--- src/rtl/dmem_arbiter_pkg.sv ---
// Shared definitions for the data-memory arbiter.
//  - Read-owner encodings: OWN_NONE (no read in flight), OWN_PROC (processor),
//    OWN_PER + i (peripheral i).
//  - Width helpers for the owner register, the aging counter and the
//    round-robin index.
package dmem_arbiter_pkg;

    localparam int OWN_NONE = 0;
    localparam int OWN_PROC = 1;
    localparam int OWN_PER  = 2;

    // Owner register must hold OWN_PER + (n_req - 1).
    function automatic int owner_width(input int n_req);
        return $clog2(n_req + OWN_PER);
    endfunction

    // Aging counter saturates at max_wait.
    function automatic int wait_width(input int max_wait);
        return $clog2(max_wait + 1);
    endfunction

    // Requester index; a single requester still needs one bit.
    function automatic int idx_width(input int n_req);
        return (n_req > 1) ? $clog2(n_req) : 1;
    endfunction

endpackage

--- src/rtl/dmem_arbiter_picker.sv ---
// Round-robin picker: combinational search of the request vector starting at
// rr_ptr and wrapping upward. Produces a one-hot grant and its index; both are
// zero when no request is present.
//  req     in   N_REQ   request vector
//  rr_ptr  in   IDX_W   highest-priority requester this cycle (< N_REQ)
//  gnt     out  N_REQ   one-hot pick
//  idx     out  IDX_W   index of the pick
module rr_picker
    import dmem_arbiter_pkg::*;
#(
    parameter int N_REQ = 2,
    localparam int IDX_W = idx_width(N_REQ)
) (
    input  logic [N_REQ-1:0] req,
    input  logic [IDX_W-1:0] rr_ptr,
    output logic [N_REQ-1:0] gnt,
    output logic [IDX_W-1:0] idx
);

    logic found;
    int   cand;

    always_comb begin
        gnt   = '0;
        idx   = '0;
        found = 1'b0;
        cand  = 0;
        for (int k = 0; k < N_REQ; k++) begin
            cand = int'(rr_ptr) + k;
            if (cand >= N_REQ) cand = cand - N_REQ;
            if (!found && req[cand]) begin
                found     = 1'b1;
                gnt[cand] = 1'b1;
                idx       = IDX_W'(cand);
            end
        end
    end

endmodule

--- src/rtl/dmem_arbiter.sv ---
// Shares the single-port synchronous data RAM between the processor M stage
// and N_REQ peripheral masters. The processor has priority; an aging counter
// forces a peripheral grant after MAX_WAIT denied cycles. Grants and mem_* are
// combinational from state and requests; read data returns one cycle later.
//  clock, reset                 clock; asynchronous active-low reset
//  proc_req/we/addr/wdata       processor access; proc_stall when not served
//  proc_rdata                   load data (qualified by the processor's own timing)
//  per_req/we/addr/wdata        packed peripheral requests, i at [i*W +: W]
//  per_gnt, per_rvalid          one-hot grant (same cycle), read valid (next cycle)
//  per_rdata                    shared peripheral read bus
//  mem_addr/we/wdata, mem_rdata single-port RAM interface, 1-cycle read latency
//
// Peripheral handshake: per_req[i] acts as valid and per_gnt[i] as ready; the
// access (addr/we/wdata) is transferred in the cycle both are high. A requester
// keeps per_req high until granted, but may withdraw it without a transfer.
module dmem_arbiter
    import dmem_arbiter_pkg::*;
#(
    parameter int ADDR_W   = 12,
    parameter int DATA_W   = 32,
    parameter int N_REQ    = 2,
    parameter int MAX_WAIT = 4
) (
    input  logic                      clock,
    input  logic                      reset,
    input  logic                      proc_req,
    input  logic                      proc_we,
    input  logic [ADDR_W-1:0]         proc_addr,
    input  logic [DATA_W-1:0]         proc_wdata,
    output logic                      proc_stall,
    output logic [DATA_W-1:0]         proc_rdata,
    input  logic [N_REQ-1:0]          per_req,
    input  logic [N_REQ-1:0]          per_we,
    input  logic [N_REQ*ADDR_W-1:0]   per_addr,
    input  logic [N_REQ*DATA_W-1:0]   per_wdata,
    output logic [N_REQ-1:0]          per_gnt,
    output logic [N_REQ-1:0]          per_rvalid,
    output logic [DATA_W-1:0]         per_rdata,
    output logic [ADDR_W-1:0]         mem_addr,
    output logic                      mem_we,
    output logic [DATA_W-1:0]         mem_wdata,
    input  logic [DATA_W-1:0]         mem_rdata
);

    localparam int IDX_W  = idx_width(N_REQ);
    localparam int WAIT_W = wait_width(MAX_WAIT);
    localparam int OWN_W  = owner_width(N_REQ);

    logic [IDX_W-1:0]  rr_ptr;
    logic [WAIT_W-1:0] wait_cnt;
    logic [OWN_W-1:0]  rd_owner;

    logic [N_REQ-1:0]  pick_gnt;
    logic [IDX_W-1:0]  pick_idx;
    logic              any_per;
    logic              force_per;
    logic              per_win;
    logic              proc_win;
    logic              win_we;

    rr_picker #(.N_REQ(N_REQ)) u_picker (
        .req    (per_req),
        .rr_ptr (rr_ptr),
        .gnt    (pick_gnt),
        .idx    (pick_idx)
    );

    // Winner selection is left ungated so the state flops never see reset
    // through their data path; only the visible outputs are gated below.
    always_comb begin
        any_per   = |per_req;
        force_per = any_per && (wait_cnt == WAIT_W'(MAX_WAIT));
        per_win   = any_per && (force_per || !proc_req);
        proc_win  = proc_req && !per_win;
        win_we    = per_win ? per_we[pick_idx] : (proc_win && proc_we);
    end

    always_comb begin
        per_gnt    = reset && per_win ? pick_gnt : '0;
        proc_stall = reset && proc_req && !proc_win;
        mem_we     = reset && win_we;
        mem_addr   = per_win ? per_addr[pick_idx*ADDR_W +: ADDR_W] : proc_addr;
        mem_wdata  = per_win ? per_wdata[pick_idx*DATA_W +: DATA_W] : proc_wdata;
        proc_rdata = mem_rdata;
        per_rdata  = mem_rdata;
        for (int i = 0; i < N_REQ; i++) begin
            per_rvalid[i] = (rd_owner == OWN_W'(OWN_PER + i));
        end
    end

    always_ff @(posedge clock or negedge reset) begin
        if (!reset) begin
            rr_ptr   <= '0;
            wait_cnt <= '0;
            rd_owner <= OWN_W'(OWN_NONE);
        end else begin
            if (per_win) begin
                rr_ptr <= (pick_idx == IDX_W'(N_REQ - 1)) ? '0 : pick_idx + IDX_W'(1);
            end

            if (!any_per || per_win) begin
                wait_cnt <= '0;
            end else if (wait_cnt != WAIT_W'(MAX_WAIT)) begin
                wait_cnt <= wait_cnt + WAIT_W'(1);
            end

            // Writes produce no response, so only a read records an owner.
            if (per_win && !win_we) begin
                rd_owner <= OWN_W'(OWN_PER) + OWN_W'(pick_idx);
            end else if (proc_win && !win_we) begin
                rd_owner <= OWN_W'(OWN_PROC);
            end else begin
                rd_owner <= OWN_W'(OWN_NONE);
            end
        end
    end

endmodule

--- config.mk ---
export PLATFORM = sky130hd
export DESIGN_NAME = dmem_arbiter
export DESIGN_NICKNAME = d
export VERILOG_FILES = /design/src/rtl/dmem_arbiter_pkg.sv /design/src/rtl/dmem_arbiter_picker.sv /design/src/rtl/dmem_arbiter.sv
export SDC_FILE = /design/constraint.sdc
export NUM_CORES = 1
export LEC_CHECK = 0
export ABC_AREA = 1
export ABC_CLOCK_PERIOD_IN_PS = 2100
export BUFFER_PORTS_ARGS = -buffer_cell sky130_fd_sc_hd__buf_2
export CAP_MARGIN = 0
export CORE_AREA = 3 3 111 113
export DETAILED_ROUTE_END_ITERATION = 8
export DIE_AREA = 0 0 114 116
export PLACE_DENSITY = 0.58
export SLEW_MARGIN = 20
export SYNTH_ARGS = -nofsm -noshare
export SYNTH_HDL_FRONTEND = slang
export SYNTH_SLANG_ARGS = --single-unit
--- constraint.sdc ---
create_clock -name clock -period 2.1 [get_ports clock]
set_clock_uncertainty 0.05 [all_clocks]
set_input_delay 0.42 -clock clock [delete_from_list [all_inputs] [get_ports clock]]
set_output_delay 0.42 -clock clock [all_outputs]
set_load 0.01 [all_outputs]
==> impl_metrics.py <==
metrics = {
    "run_status": {
        "status": "finished with violations",
        "violations": "setup timing",
    },
    "drt": {
        "wirelength_um": 7640,
        "dr.pass1.iters": 4,
        "drt_iter0_drc": 80,
        "avgViaCountPerCell": 3.928,
        "vias": 2459,
        "postRouteAntennaNets": 0,
        "routedWlPerCell_um": 12.20,
        "remaining_drc_errors": 0,
    },
    "clock_tree": {
        "clk_pin_slew_worst_paths_ns": 0.03,
        "clock_latency_ns": 0.23,
        "cts_root_buf": "clkbuf_16",
        "numCtsBuffers": 3,
        "cts_buffer_depth": 2,
        "htreeDepth": 1,
        "tritoncts": "built",
        "cts.sinks": 6,
    },
    "pwr": {
        "p_per_area_nw_per_um2": 386.7,
        "ir_drop_uv": 383.2,
        "pwr-share-comb_pct": 59.7,
        "intPower_uw": 688.4,
        "report.power.total_mw": 1.092,
        "clkPwrFrac_pct": 28.2,
        "leakage_nw": 1.693,
        "p_seq_share_pct": 12.1,
        "switching_power_uw": 404.0,
        "swShare_pct": 36.98,
    },
    "timing": {
        "setup_viol_count_final": 45,
        "finalHoldWorstSlack_ns": 0.4687,
        "slew_headroom_pct": 78.54,
        "worstMarginPinSlew_ns": 0.3185,
        "max_freq_mhz": 458.1,
        "tns_ns": -3.255,
        "finalHoldViolCount": 0,
        "grt_setup_unrepaired": "yes",
        "post-route-min-period_ns": 2.183,
        "drv_slew": 0,
        "setup_ws_ns": -0.08313,
        "finalCritPeriodShare_pct": 104.0,
    },
    "grt": {
        "grt_pass1_wl_um": 10640,
        "grt.total_usage_pct": 10.10,
        "antenna_found_initial": 0,
        "grt_max_degree": 37,
        "overflow": 0,
        "grt_pass1_vias": 2123,
    },
    "layout": {
        "multi_input_area_um2": 982.2,
        "nFillCells": 1326,
        "final_cell_mix": "buf_2 (189), inv_1 (54), nand2_1 (54), nor2_1 (51), o21ai_0 (46)",
        "layout-drive-gt1-share_pct": 45.55,
        "finalNonFillerCells": 626,
        "finalNetCount": 659,
        "layout_commonest_cell": "buf_2",
        "antennaDiodeCount": 0,
        "area_growth_syn_to_layout_pct": 49.34,
        "seq_area_um2": 150.1,
    },
    "logic_synthesis": {
        "synth_area_per_cell_um2": 5.329,
        "synthTopCellsByArea": "buf_4 (26%), o21ai_0 (12%), a21oi_1 (12%)",
        "yosysWarningCount": 0,
        "synth_area_leader_cell": "buf_4",
        "ys_ff_latch": 6,
        "syn_inst": 355,
        "syn_nets": 529,
        "synth_area_um2": 1892,
        "yosysUniqueCellTypes": 15,
        "yosysSeqAreaShare_pct": 7.937,
        "synth_top_area_share_pct": 25.79,
    },
    "critical_path": {
        "cp.required_ns": 1.63,
        "crit_path_max_incr_delay_ns": 0.37,
        "cpLargestDelayFamily": "buffers and inverters",
        "r2r_slack_ns": 0.32,
        "cp.depth": 9,
        "crit_slowest_cell": "dfrtp_1",
        "reg2reg_depth": 11,
        "r2r_start": "wait_cnt[1]$_DFFE_PN0P_",
        "critPathLaunchType": "register",
        "crit_end": "mem_wdata[9]",
        "crit_arrival_ns": 1.71,
        "rr_endpoint": "rd_owner[0]$_DFF_PN0_",
        "path_cells": "inv_1, ha_2, nand2_2, a21oi_4, buf_4, buf_6, buf_16, a21oi_1, buf_2",
        "critPathMaxFanout": 22,
        "critPathBufInv": 5,
        "critPathCaptureType": "primary output",
        "worstSetupPathType": "register to primary output",
        "startpoint": "wait_cnt[1]$_DFFE_PN0P_",
    },
    "place": {
        "dp_slack_ns": 0.08991,
        "dp.cells": 611,
        "dp_hpwl_um": 5684,
        "numPortBuffers": 189,
        "place_congestion": 0.8116,
    },
    "floorplan": {
        "die_height_um": 116,
        "rows": 39,
        "start_util_pct": 16.57,
        "die-area_um2": 13220,
        "core_area_um2": 11420,
        "die_x_um": 114,
        "pin_count": 286,
    },
    "hold_path": {
        "holdCritPathClass": "register to register",
    },
    "job": {
        "maxCapViolCount": 0,
    },
}
[metal layers]
layer	part of all wire (%)	vias to the layer above	GRT usage, %	routed length [um]
met1	39	1015	11.69	3004
met2	49	136	17.95	3706
met4	1.9	0	2.771	147
li1	-	1289	-	-
met3	10	19	3.185	782
met5	0	-	0	0
[power by group through the flow]
stage	clock (mW)	combinational, mW	sequential, mW
after detailed placement	0	0.580	0.135
after CTS	0.315	0.658	0.133
after global routing	0.322	0.729	0.135
after global placement	0	0.581	0.134
final	0.308	0.652	0.133
after floorplan	0	0.427	0.133
[metrics by stage]
step | util [%] | instance area (um^2)
2_1_floorplan | - | 1892
3_3_place_gp | 22.20 | 2535
3_5_place_dp | 22.20 | 2535
4_1_cts | 24.69 | 2819
5_1_grt | 24.74 | 2825
6_report | 24.74 | 2825
[cell usage after synthesis]
library cell and instances:
buf_4 65, nand2_1 57, inv_1 54, nor2_1 53, o21ai_0 46, a21oi_1 45, buf_2 11, dfrtp_1 6
nand3_1 6, clkbuf_1 4, buf_6 3, ha_1 2, a21oi_2 1, nand2_2 1, xnor2_1 1
[worst min-delay path by stage]
stage	start	to	slack, ns	cells past startpoint
2_1_floorplan	reset	rd_owner[0]$_DFF_PN0_	0.07	0
3_3_place_gp	reset	rd_owner[1]$_DFF_PN0_	0.22	1
3_5_place_dp	reset	rd_owner[1]$_DFF_PN0_	0.22	1
4_1_cts	wait_cnt[0]$_DFFE_PN0P_	wait_cnt[0]$_DFFE_PN0P_	0.47	2
5_1_grt	wait_cnt[0]$_DFFE_PN0P_	wait_cnt[0]$_DFFE_PN0P_	0.52	2
6_report	wait_cnt[0]$_DFFE_PN0P_	wait_cnt[0]$_DFFE_PN0P_	0.47	2
[state kept, by name, summed over array words and instances, names as in the netlist]
register	count
rd_owner	2
wait_cnt	3
rr_ptr	1
[kinds of logic (layout without fill, tap and decap cells)]
kind of cell | Yosys count | count (layout) | share of synthesized area, %
AOI/OAI and AO/OA | 92 | 92 | 24.54
adders and majority gates | 2 | 2 | 1.323
and+or+nand+nor | 117 | 117 | 23.74
xor gates and xnor gates | 1 | 1 | 0.4630
DFF | 6 | 6 | 7.936
buffers and inverters | 137 | 265 | 42.00
[what timing repair did]
action / in CTS / in global routing
hold endpoints to repair: 6 / 0
hold buffers: 1 / 0
pin swaps: 1 / 1
resized for setup: 15 / 2
setup buffers: 7 / 0
cloned: 4 / 0
endpoints found under the setup margin: 47 / 47
[tightest hold or removal path: stages, from the launching register on]
cell and delay [ns]:
dfrtp_1 0.33, buf_4 0.11, nor2_1 0.04
[cell type report]
type	instances	area share, %
Clock buffer	3	2.657
Inverter	54	7.174
Multi-Input combinational cell	212	34.77
Tap cell	143	6.333
Timing Repair Buffer	208	43.76
Sequential cell	6	5.314
No activity file was read; power rests on OpenSTA's default activity.
